### config.mk
export PLATFORM = sky130hd
export DESIGN_NAME = key_filter
export DESIGN_NICKNAME = d
export VERILOG_FILES = /design/src/rtl/key_filter_pkg.sv /design/src/rtl/sync_2ff.sv /design/src/rtl/key_filter.sv
export SDC_FILE = /design/constraint.sdc
export NUM_CORES = 1
export LEC_CHECK = 0
export CAP_MARGIN = 10
export CORE_ASPECT_RATIO = 0.6
export CORE_MARGIN = 8
export CORE_UTILIZATION = 50
export DETAILED_ROUTE_END_ITERATION = 8
export PLACE_DENSITY = 0.7
export SLEW_MARGIN = 10
export SYNTH_ARGS = -nofsm -noshare
export SYNTH_HDL_FRONTEND = slang
export SYNTH_SLANG_ARGS = --single-unit
### constraint.sdc
create_clock -name clk -period 4.8 [get_ports clk]
set_clock_uncertainty 0.05 [all_clocks]
set_input_delay 0.72 -clock clk [delete_from_list [all_inputs] [get_ports clk]]
set_output_delay 0.72 -clock clk [all_outputs]
set_load 0.005 [all_outputs]
### src/rtl/key_filter_pkg.sv
// Shared types and helpers for the push-button debounce filter.
// State encoding is one-hot so any other pattern is recognisably illegal.
package key_filter_pkg;

  typedef enum logic [3:0] {
    KF_IDLE    = 4'b0001,
    KF_PRESS_F = 4'b0010,
    KF_HELD    = 4'b0100,
    KF_REL_F   = 4'b1000
  } kf_state_e;

  // Milliseconds to clock cycles (integer kHz first to keep the product small).
  function automatic int unsigned ms2cyc(input int unsigned freq_hz, input int unsigned ms);
    return (freq_hz / 1000) * ms;
  endfunction

  function automatic int unsigned max3(input int unsigned a, input int unsigned b,
                                       input int unsigned c);
    int unsigned m;
    m = (a > b) ? a : b;
    return (m > c) ? m : c;
  endfunction

endpackage

### src/rtl/sync_2ff.sv
// Two-flop synchronizer for a single asynchronous level input.
// RST_VAL lets the caller preload the inactive level so reset never looks like a press.
module sync_2ff #(
  parameter logic RST_VAL = 1'b0
) (
  input  logic clk,
  input  logic rst_n,
  input  logic d,
  output logic q
);

  logic meta_q, meta_d;
  logic sync_q, sync_d;

  always_comb begin
    meta_d = d;
    sync_d = meta_q;
  end

  always_ff @(posedge clk or negedge rst_n) begin
    if (!rst_n) begin
      meta_q <= RST_VAL;
      sync_q <= RST_VAL;
    end else begin
      meta_q <= meta_d;
      sync_q <= sync_d;
    end
  end

  assign q = sync_q;

endmodule

### src/rtl/key_filter.sv
// Push-button debouncer: one-clock key_flag per qualified press, debounced key_level,
// and optional hold-to-repeat pulses while the key stays down.
module key_filter
  import key_filter_pkg::*;
#(
  parameter int unsigned CLK_FREQ_HZ     = 25_000_000,
  parameter int unsigned DEBOUNCE_MS     = 20,
  parameter int unsigned KEY_ACTIVE_LOW  = 1,
  parameter int unsigned REPEAT_EN       = 0,
  parameter int unsigned REPEAT_DELAY_MS = 500,
  parameter int unsigned REPEAT_RATE_MS  = 200
) (
  input  logic clk,
  input  logic rst_n,
  input  logic key_in,
  output logic key_flag,
  output logic key_level
);

  localparam int unsigned CNT_MAX  = ms2cyc(CLK_FREQ_HZ, DEBOUNCE_MS) - 1;
  localparam int unsigned RPT_DLY  = ms2cyc(CLK_FREQ_HZ, REPEAT_DELAY_MS) - 1;
  localparam int unsigned RPT_RATE = ms2cyc(CLK_FREQ_HZ, REPEAT_RATE_MS) - 1;
  localparam int unsigned CNT_TOP  = max3(CNT_MAX, RPT_DLY, RPT_RATE);
  localparam int unsigned CNT_W    = (CNT_TOP > 0) ? $clog2(CNT_TOP + 1) : 1;

  localparam logic [CNT_W-1:0] CNT_MAX_C  = CNT_W'(CNT_MAX);
  localparam logic [CNT_W-1:0] RPT_DLY_C  = CNT_W'(RPT_DLY);
  localparam logic [CNT_W-1:0] RPT_RATE_C = CNT_W'(RPT_RATE);
  localparam logic             REL_LVL    = (KEY_ACTIVE_LOW != 0) ? 1'b1 : 1'b0;

  logic key_raw_s;
  logic key_s;

  kf_state_e        state_q, state_d;
  logic [CNT_W-1:0] cnt_q, cnt_d;
  logic [CNT_W-1:0] rpt_q, rpt_d;
  logic [CNT_W-1:0] rpt_lim;
  logic             phase_q, phase_d;
  logic             key_flag_q, key_flag_d;
  logic             key_level_q, key_level_d;

  sync_2ff #(
    .RST_VAL (REL_LVL)
  ) u_sync (
    .clk   (clk),
    .rst_n (rst_n),
    .d     (key_in),
    .q     (key_raw_s)
  );

  // Polarity fix: key_s is 1 while the button is pressed.
  assign key_s = key_raw_s ^ REL_LVL;

  // Next state, counters and output pulses.
  always_comb begin
    state_d     = state_q;
    cnt_d       = cnt_q;
    rpt_d       = rpt_q;
    phase_d     = phase_q;
    key_flag_d  = 1'b0;
    key_level_d = key_level_q;
    rpt_lim     = phase_q ? RPT_RATE_C : RPT_DLY_C;

    case (state_q)
      KF_IDLE: begin
        if (key_s) begin
          state_d = KF_PRESS_F;
          cnt_d   = '0;
        end
      end
      KF_PRESS_F: begin
        if (!key_s) begin
          state_d = KF_IDLE;
        end else if (cnt_q == CNT_MAX_C) begin
          state_d     = KF_HELD;
          key_flag_d  = 1'b1;
          key_level_d = 1'b1;
          rpt_d       = '0;
          phase_d     = 1'b0;
        end else begin
          cnt_d = cnt_q + CNT_W'(1);
        end
      end
      KF_HELD: begin
        if (!key_s) begin
          state_d = KF_REL_F;
          cnt_d   = '0;
          rpt_d   = '0;
          phase_d = 1'b0;
        end else if (REPEAT_EN != 0) begin
          // First repeat after the long delay, then at the shorter rate.
          if (rpt_q == rpt_lim) begin
            key_flag_d = 1'b1;
            rpt_d      = '0;
            phase_d    = 1'b1;
          end else begin
            rpt_d = rpt_q + CNT_W'(1);
          end
        end
      end
      KF_REL_F: begin
        if (key_s) begin
          state_d = KF_HELD;
          rpt_d   = '0;
          phase_d = 1'b0;
        end else if (cnt_q == CNT_MAX_C) begin
          state_d     = KF_IDLE;
          key_level_d = 1'b0;
        end else begin
          cnt_d = cnt_q + CNT_W'(1);
        end
      end
      default: begin
        state_d     = KF_IDLE;
        cnt_d       = '0;
        rpt_d       = '0;
        phase_d     = 1'b0;
        key_level_d = 1'b0;
      end
    endcase
  end

  always_ff @(posedge clk or negedge rst_n) begin
    if (!rst_n) begin
      state_q     <= KF_IDLE;
      cnt_q       <= '0;
      rpt_q       <= '0;
      phase_q     <= 1'b0;
      key_flag_q  <= 1'b0;
      key_level_q <= 1'b0;
    end else begin
      state_q     <= state_d;
      cnt_q       <= cnt_d;
      rpt_q       <= rpt_d;
      phase_q     <= phase_d;
      key_flag_q  <= key_flag_d;
      key_level_q <= key_level_d;
    end
  end

  assign key_flag  = key_flag_q;
  assign key_level = key_level_q;

endmodule

==> impl_metrics.tcl <==
set metrics [dict create \
    cp_data_required_time_ns 4.95 \
    drive_gt1_share_pct 8.145 \
    row_count 17 \
    clk_pin_slew_worst_paths_ns 0.07 \
    yosys-top-cells-count "dfrtp_1 (29), o31ai_1 (24), a21oi_1 (18)" \
    initial_utilization_pct 52.50 \
    port_buffers 4 \
    crit_path_end_kind "flop" \
    internal_power_uw 414.6 \
    power.share.clock_pct 37.8 \
    critPathLaunchType "flop" \
    cts_tree "yes" \
    min_period_over_period_pct 56.06 \
    ff2ff_path_depth 5 \
    fin_nets 224 \
    hold_buffers 0 \
    worst-path-buf-inv 0 \
    critical_path_class "reg -> reg" \
    die_y_um 64.29 \
    cts_root_buf "clkbuf_8" \
    worstSetupEndpoint "cnt_q[22]" \
    critPathMaxStageDelay_ns 0.77 \
    async_reset_ff_share_pct 100.0 \
    synth.most_common_cell "dfrtp_1" \
    grt_pass1_vias 1640 \
    rr_endpoint "cnt_q[22]" \
    syn_area_um2 1943 \
    hold_viol 0 \
    cts_setup_buffers 0 \
    dpl-instance-area_um2 1984 \
    via_count 1817 \
    ys.flop_type "dfrtp_1" \
    crit_arrival_ns 2.85 \
    core_area_um2 3701 \
    grt_setup_unrepaired "no" \
    power_frac_comb_pct 12.2 \
    clockBufferDepth 2 \
    yosysTopAreaCellShare_pct 37.35 \
    hold_path.class "reg -> reg" \
    drv_cap 0 \
    grt_max_degree 33 \
    cts.sinks 32 \
    yosys.area.top_type "dfrtp_1" \
    switching_share_pct 28.18 \
    grt_usage_pct 16.85 \
    cpMostUsedCell "or4_1" \
    cts_resized 0 \
    ys_seq_area_share_pct 41.40 \
    dr.pass1.iters 4 \
    clk_latency_ns 0.29 \
    r2r_start "state_q[1]" \
    hpwl_mm 3.457 \
    area_growth_pct 7.148 \
    cp_top_family "simple AND/OR/NAND/NOR gates" \
    gp_congestion 0.9003 \
    die_area_um2 6203 \
    stdcell_area_um2 2082 \
    synth-edff-count 0 \
    syn_inst 223 \
    seqPwrFrac_pct 49.9 \
    slowest_stage "or4_1" \
    min_period_ns 2.691 \
    drt-total-wl_mm 4.859 \
    p_leak_nw 0.7820 \
    grt.overflow.total 0 \
    h-tree-depth 2 \
    fill_cells 357 \
    holdPathStages 0 \
    report.final.slew_viol_count 0 \
    antenna_found_initial 0 \
    syn_area_per_cell_um2 8.714 \
    relSlewSlack_pct 44.01 \
    io_pins 5 \
    cts_buffers 5 \
    synthTopCellsByArea "dfrtp_1 (37%), o31ai_1 (9.3%), or4_1 (5.0%)" \
    status "completed" \
    synth-seq-cells 32 \
    dieWidth_um 96.48 \
    p_per_area_nw_per_um2 277.3 \
    ant_nets 0 \
    drcViolationCount 0 \
    diodes 0 \
    worst_pin_slew_ns 0.8334 \
    path_cells "xor2_1 > a32o_1 > or4_1 > or4_1 > a21oi_1" \
    syn-num-nets 227 \
    ys_warn_count 0 \
    finalSetupTns_ns 0 \
    grt_pass1_wl_mm 8.211 \
    setup_viol 0 \
    p_sw_uw 162.7 \
    ir_worst_vdd_mv 0.1882 \
    startpoint "state_q[1]" \
    viasPerCell 6.780 \
    r2r_slack_ns 2.11 \
    synth_cell_types 40 \
    post_drt_wl_per_cell_um 18.13 \
    cp_max_fo 18 \
    fmax_ghz 0.3716 \
    cp_num_cells 5 \
    drtIter0Drc 167 \
]
[kinds of logic after synthesis]
group                      after synthesis  share of synthesized area [%]
and+or+nand+nor                         98                          28.78
buffers and inverters                   21                          4.701
DFF                                     32                          41.40
adders and majority gates                1                         0.6438
AOI/OAI and AO/OA                       70                          24.02
xor gates and xnor gates                 1                         0.4508
[state kept, by name (all words and copies together) (netlist names)]
| signal | count |
|---|---|
| cnt_q | 24 |
| key_flag | 1 |
| key_level | 1 |
| state_q | 4 |
| u_sync.meta_q | 1 |
| u_sync.q | 1 |
[layer usage]
layer | vias to the layer above | GRT usage (%) | wire (um)
li1 | 863 | - | -
met1 | 886 | 25.12 | 2403
met5 | - | 0 | 0
met2 | 61 | 22.10 | 2011
met3 | 7 | 4.779 | 391
met4 | 0 | 6.004 | 53
[cell type report]
| type | instances | area [um2] | share of cell area (%) |
|---|---|---|---|
| repair buffers | 6 | 55.05 | 2.644 |
| inverters | 5 | 18.77 | 0.9014 |
| clock inverters | 2 | 10.01 | 0.4808 |
| clock buffers | 6 | 82.58 | 3.966 |
| multi-input cells | 170 | 1052 | 50.54 |
| flip-flops and latches | 32 | 804.5 | 38.64 |
| well taps | 47 | 58.81 | 2.825 |
[per-stage QoR]
| step | worst slack [ns] | instances | hold WS, ns | utilization (%) | total power, mW |
|---|---|---|---|---|---|
| finish | 2.109 | 268 | 0.3065 | 56.25 | 0.5773 |
| global route | 1.950 | 268 | 0.3101 | 56.25 | 0.6014 |
| CTS | 2.124 | 268 | 0.3070 | 56.12 | 0.5780 |
| floorplan | 2.497 | 223 | 0.2952 | - | 0.3442 |
| detailed placement | 2.143 | 260 | 0.2973 | 53.62 | 0.3624 |
| global placement | 2.263 | 260 | 0.2976 | 53.62 | 0.3599 |
[worst min path at each step]
stage | from | endpoint | slack [ns]
2_1_floorplan | u_sync.meta_q | u_sync.q | 0.30
3_3_place_gp | u_sync.meta_q | u_sync.q | 0.30
3_5_place_dp | u_sync.meta_q | u_sync.q | 0.30
4_1_cts | u_sync.meta_q | u_sync.q | 0.31
5_1_grt | u_sync.meta_q | u_sync.q | 0.31
6_report | u_sync.meta_q | u_sync.q | 0.31
[power by group through the flow]
stage / Combinational, mW / Clock [mW] / Sequential (mW)
floorplan: 0.0596 / 0 / 0.285
global route: 0.0789 / 0.233 / 0.290
global placement: 0.0676 / 0 / 0.292
detailed placement: 0.0695 / 0 / 0.293
CTS: 0.0698 / 0.220 / 0.288
finish: 0.0706 / 0.218 / 0.288
[layout by cell type, fill, tap and decap left out, types with 2 or more instances in the layout]
master,count
a21oi_1,18
a31oi_1,2
and2_1,3
and3_1,3
and4_1,2
buf_4,2
clkbuf_8,6
clkdlybuf4s50_1,4
clkinv_2,2
dfrtp_1,29
dfstp_2,3
inv_1,5
nand2_1,16
nand2b_1,2
nand3_1,11
nand4_1,6
nor2_1,11
nor2b_1,7
nor3_1,6
nor4_1,4
nor4b_1,3
o211ai_1,2
o21a_1,2
o21ai_0,11
o31ai_1,24
o41ai_1,4
or2_2,4
or3_1,3
or4_1,13
[worst register-to-register path, delay by kind of cell, from the launching register on]
family                    cells  cell delay, ns
and+or+nand+nor               2            1.37
DFF                           1            0.52
AOI/OAI and AO/OA             2            0.45
xor gates and xnor gates      1            0.22
Note: power is estimated with default switching activity, not from simulation.
